File: src/rtl/block_mult_scheduler.sv
// Tile/K-block sequencing controller for the block matrix multiplier.
// Drives load, systolic and accumulate strobes; carries no matrix data.
module block_mult_scheduler #(
    parameter int K_W = 4,
    parameter int T_W = 8
) (
    input  logic           clock_i,
    input  logic           reset_i,
    input  logic           start_i,
    input  logic           abort_i,
    input  logic [T_W-1:0] num_tiles_i,
    input  logic [K_W-1:0] num_k_i,
    output logic           load_req_o,
    input  logic           load_ack_i,
    output logic [T_W-1:0] load_tile_idx_o,
    output logic [K_W-1:0] load_k_idx_o,
    output logic           sys_start_o,
    input  logic           sys_done_i,
    output logic           acc_clear_o,
    output logic           acc_en_o,
    input  logic           acc_done_i,
    output logic           tile_valid_o,
    input  logic           tile_ready_i,
    output logic [T_W-1:0] tile_idx_o,
    output logic           busy_o,
    output logic           done_o
);

    typedef enum logic [2:0] {
        S_IDLE,
        S_LOAD,
        S_RUN,
        S_ACC,
        S_OUT
    } state_t;

    state_t         state_q;
    logic [T_W-1:0] tiles_q;
    logic [K_W-1:0] nk_q;
    logic [T_W-1:0] tile_q;
    logic [K_W-1:0] k_q;
    logic           load_req_q;
    logic           sys_start_q;
    logic           acc_clear_q;
    logic           acc_en_q;
    logic           tile_valid_q;
    logic           busy_q;
    logic           done_q;

    logic           last_k_d;
    logic           last_tile_d;
    logic [K_W-1:0] k_inc_d;
    logic [T_W-1:0] tile_inc_d;
    logic           job_ok_d;

    always_comb begin
        last_k_d    = (k_q == nk_q - 1'b1);
        last_tile_d = (tile_q == tiles_q - 1'b1);
        k_inc_d     = k_q + 1'b1;
        tile_inc_d  = tile_q + 1'b1;
        job_ok_d    = (num_tiles_i != '0) && (num_k_i != '0);
    end

    always_ff @(posedge clock_i) begin
        if (!reset_i) begin
            state_q      <= S_IDLE;
            tiles_q      <= '0;
            nk_q         <= '0;
            tile_q       <= '0;
            k_q          <= '0;
            load_req_q   <= 1'b0;
            sys_start_q  <= 1'b0;
            acc_clear_q  <= 1'b0;
            acc_en_q     <= 1'b0;
            tile_valid_q <= 1'b0;
            busy_q       <= 1'b0;
            done_q       <= 1'b0;
        end else begin
            sys_start_q <= 1'b0;
            acc_en_q    <= 1'b0;
            acc_clear_q <= 1'b0;
            done_q      <= 1'b0;
            // abort beats any handshake landing in the same cycle
            if (abort_i && (state_q != S_IDLE)) begin
                state_q      <= S_IDLE;
                tile_q       <= '0;
                k_q          <= '0;
                load_req_q   <= 1'b0;
                tile_valid_q <= 1'b0;
                busy_q       <= 1'b0;
            end else begin
                unique case (state_q)
                    S_IDLE: begin
                        if (start_i && job_ok_d) begin
                            tiles_q     <= num_tiles_i;
                            nk_q        <= num_k_i;
                            tile_q      <= '0;
                            k_q         <= '0;
                            acc_clear_q <= 1'b1;
                            load_req_q  <= 1'b1;
                            busy_q      <= 1'b1;
                            state_q     <= S_LOAD;
                        end else if (start_i) begin
                            done_q <= 1'b1;
                        end
                    end
                    S_LOAD: begin
                        if (load_ack_i) begin
                            load_req_q  <= 1'b0;
                            sys_start_q <= 1'b1;
                            state_q     <= S_RUN;
                        end
                    end
                    S_RUN: begin
                        if (sys_done_i) begin
                            acc_en_q <= 1'b1;
                            state_q  <= S_ACC;
                        end
                    end
                    S_ACC: begin
                        if (acc_done_i && last_k_d) begin
                            tile_valid_q <= 1'b1;
                            state_q      <= S_OUT;
                        end else if (acc_done_i) begin
                            k_q        <= k_inc_d;
                            load_req_q <= 1'b1;
                            state_q    <= S_LOAD;
                        end
                    end
                    S_OUT: begin
                        if (tile_ready_i && last_tile_d) begin
                            tile_valid_q <= 1'b0;
                            done_q       <= 1'b1;
                            busy_q       <= 1'b0;
                            tile_q       <= '0;
                            k_q          <= '0;
                            state_q      <= S_IDLE;
                        end else if (tile_ready_i) begin
                            tile_valid_q <= 1'b0;
                            tile_q       <= tile_inc_d;
                            k_q          <= '0;
                            acc_clear_q  <= 1'b1;
                            load_req_q   <= 1'b1;
                            state_q      <= S_LOAD;
                        end
                    end
                    default: begin
                        state_q <= S_IDLE;
                    end
                endcase
            end
        end
    end

    assign load_req_o      = load_req_q;
    assign load_tile_idx_o = tile_q;
    assign load_k_idx_o    = k_q;
    assign sys_start_o     = sys_start_q;
    assign acc_clear_o     = acc_clear_q;
    assign acc_en_o        = acc_en_q;
    assign tile_valid_o    = tile_valid_q;
    assign tile_idx_o      = tile_q;
    assign busy_o          = busy_q;
    assign done_o          = done_q;

endmodule

File: config.mk
export PLATFORM = sky130hd
export DESIGN_NAME = block_mult_scheduler
export DESIGN_NICKNAME = d
export VERILOG_FILES = /design/src/rtl/block_mult_scheduler.sv
export SDC_FILE = /design/constraint.sdc
export NUM_CORES = 1
export LEC_CHECK = 0
export ABC_AREA = 0
export CORE_UTILIZATION = 40
export CTS_CLUSTER_DIAMETER = 60
export DETAILED_ROUTE_END_ITERATION = 8
export GPL_TIMING_DRIVEN = 0
export PLACE_DENSITY = 0.73
export SYNTH_ARGS = -nofsm -noshare
export SYNTH_HDL_FRONTEND = slang
export SYNTH_SLANG_ARGS = --single-unit
File: constraint.sdc
create_clock -name clock_i -period 2.2 [get_ports clock_i]
set_input_delay 0.44 -clock clock_i [delete_from_list [all_inputs] [get_ports clock_i]]
set_output_delay 0.44 -clock clock_i [all_outputs]
set_load 0.02 [all_outputs]
==> summary.txt <==
Post-synth EDFFs -> 0
Net Sw Power -> 0.936 mW
Required time worst endpoint -> 2400 ps
Worst-path clk slew -> 70 ps
Footprint of the multi-input gates -> 1210 um2
Hold Crit Depth -> 2
Core Util, Final -> 57.9%
Final wirelength -> 4670 um
Comb power frac -> 45.4%
Final Hold Vio Count -> 0
Crit path launch type -> input port
FMAX -> 460 MHz
Worst Path Max Fanout -> 6
Total CTS buffers -> 5
Synth unique cells -> 48
Hold_ws -> 451 ps
Fillers -> 450
Fin crit share -> 98.8%
Layout Area Growth over Synthesis -> 39.1%
GPL Wtd Cong -> 0.874
Clk_lat worst skew -> 280 ps
Min Tclk post-route -> 2170 ps
H-Tree Depth -> 2
Avg Inst Size Synth -> 8.47 um2
# setup viols final -> 0
Crit end category -> flop
Initial antenna violation count -> 0
CTS tree -> yes
Fin. max-slew vios -> 0
Starting density of the core -> 41.6%
Total power -> 2.49 mW
IO Count -> 47
Post-synth top area share -> 34.6%
Slew @ Worst Pin -> 410 ps
Global-route total usage across every layer -> 18.5%
Vias in the first global route -> 1,605
Clock buffer depth -> 2
CTS Hold Buffers Added -> 0
Core area -> 4720 um2
HPWL Detailed -> 3400 um
Worst VDD drop -> 0.370 mV
Die area -> 5200 um2
Clk_skew -> 6.53 ps
Post-Syn Instances -> 232
Ys Warns -> 0
Clock Power Share -> 21.8%
Kind of critical path -> input port to flop
Seq pwr share -> 32.7%
Asr flop ratio synth -> 0%
# port buffers -> 46
# diodes -> 0
Slew headroom -> 72.7%
Cell Area, Synth -> 1970 um2
Top cells by area, synth -> dfxtp_1 35%, mux2i_1 5.6%, xnor2_1 5.3%, nor2b_1 4.5%, xor2_1 4.5%
TritonRoute pass-1 iters -> 4
Sw frac -> 37.6%
Pwr dens -> 909 nW/um2
Clock Sinks -> 34
Largest net degree at the start of global routing -> 11
Root buffer cell -> clkbuf_8
Syn Nets -> 256
Cells on worst reg2reg path -> 9
Overflow after GRT -> 0
Leak pwr -> 1.06 nW
Routed vias/inst -> 5.12
Critical Path AT -> 2380 ps
Commonest non-fill, non-tap cell in the layout -> clkdlybuf4s50_1
Detailed Route Iter0 Violations -> 150
HP Class -> flop to flop
Cell taking the most area after synthesis -> dfxtp_1
Max cap viols -> 0
Ys flop type -> dfxtp_1
Die width -> 72.1 um
Status -> finished, final reports clean
WL per Instance -> 13.2 um
Most frequent cells in the layout -> 42 x clkdlybuf4s50_1, 33 x dfxtp_1, 19 x nor2_1
Layout cell share with drive strength beyond 1 -> 13.5%
# DRC -> 0
Row cnt -> 25
Via Count -> 1,818
Die Y -> 72.1 um
Register bit total from synthesis -> 34
Sequential Area -> 682 um2
Internal power -> 1.55 mW
Final nets -> 311
First-pass GRT wire length -> 7420 um
Post-DRT Antenna Nets -> 0
Register area share after synthesis -> 34.6%
==> logic make-up after synthesis <==
kind of cell             count (synthesis)  share of synthesized area (%)
AO/OA/AOI/OAI                           40                           13.3
XOR/XNOR                                23                           10.9
adder cells (fa/ha/maj)                  4                           2.55
buffers and inverters                   30                           8.53
flip-flops                              34                           34.6
multiplexers                            11                           5.60
AND/OR/NAND/NOR                         90                           24.4
==> critical path, stage by stage <==
cell             delay [ps]
clkdlybuf4s50_1         550
nor4_4                   70
a211oi_1                320
o2bb2ai_2               160
or4_1                   610
a211oi_1                230
==> worst paths after layout <==
check                                              from                               to  slack, ps
worst max-delay path                     num_tiles_i[3]          state_q[1]$_SDFFE_PP0P_         30
worst min-delay path            load_req_o$_SDFFE_PP0P_          load_req_o$_SDFFE_PP0P_        450
worst max register to register  state_q[2]$_SDFFE_PP0P_  load_tile_idx_o[4]$_SDFFE_PP0P_        120
worst min register to register  load_req_o$_SDFFE_PP0P_          load_req_o$_SDFFE_PP0P_        450
==> synthesized netlist by cell type, types with 2 or more instances <==
library cell and count:
nand2b_1 2, and3_1 3, nor2_1 20, xor2_1 10
dfxtp_1 34, o21ai_0 7, buf_2 2, nor4_1 4
o31ai_1 2, xnor2_1 12, nor3_1 11, nand3_1 5
mux2i_1 11, nor2_2 2, buf_4 9, a211oi_1 6
a21oi_1 12, nand2_1 14, nor3b_1 2, inv_1 14
clkbuf_1 3, ha_1 4, nand4_1 5, nor2b_1 14
==> final cells by class <==
cell class | instances | share of cell area (%)
clock buffer | 8 | 4.03
buffer | 16 | 4.21
multi-input combinational | 168 | 44.1
tap | 67 | 3.06
sequential | 34 | 24.9
inverter | 14 | 1.92
timing repair buffer | 48 | 17.7
==> registers in the layout, summed over array words and instances (netlist names) <==
register / cells
load_tile_idx_o: 8
tiles_q: 8
load_k_idx_o: 4
nk_q: 4
state_q: 3
acc_clear_o: 1
acc_en_o: 1
busy_o: 1
done_o: 1
load_req_o: 1
sys_start_o: 1
tile_valid_o: 1
==> power by group through the flow <==
stage               Combinational [mW]  Sequential [mW]  Clock (mW)
floorplan                        0.721            0.857           0
global placement                  1.04            0.820           0
detailed placement                1.06            0.822           0
CTS                               1.10            0.810       0.558
global route                      1.24            0.831       0.587
finish                            1.13            0.814       0.543
==> through the flow <==
stage / instance area (um2) / setup slack [ps] / setup TNS [ps] / instances
final: 2740 / 26.3 / 0 / 355
after global routing: 2740 / -25.7 / -25.7 / 355
after CTS: 2690 / 11.2 / 0 / 355
after detailed placement: 2510 / -625 / -9810 / 345
after global placement: 2510 / -599 / -9060 / 345
after floorplan: 1970 / 154 / 0 / 232
==> routing by layer <==
layer	track usage (%)	up-vias	wire [um]
met5	0	-	0
met4	7.63	0	27
met3	4.44	2	213
met2	29.0	50	2290
met1	24.5	857	2140
li1	-	909	-
==> what timing repair did <==
item	in CTS	in global routing
pin swaps	1	4
resized for setup	7	11
setup buffers	2	0
endpoints found under the setup margin	16	12
Note: power is estimated with default switching activity, not from simulation.
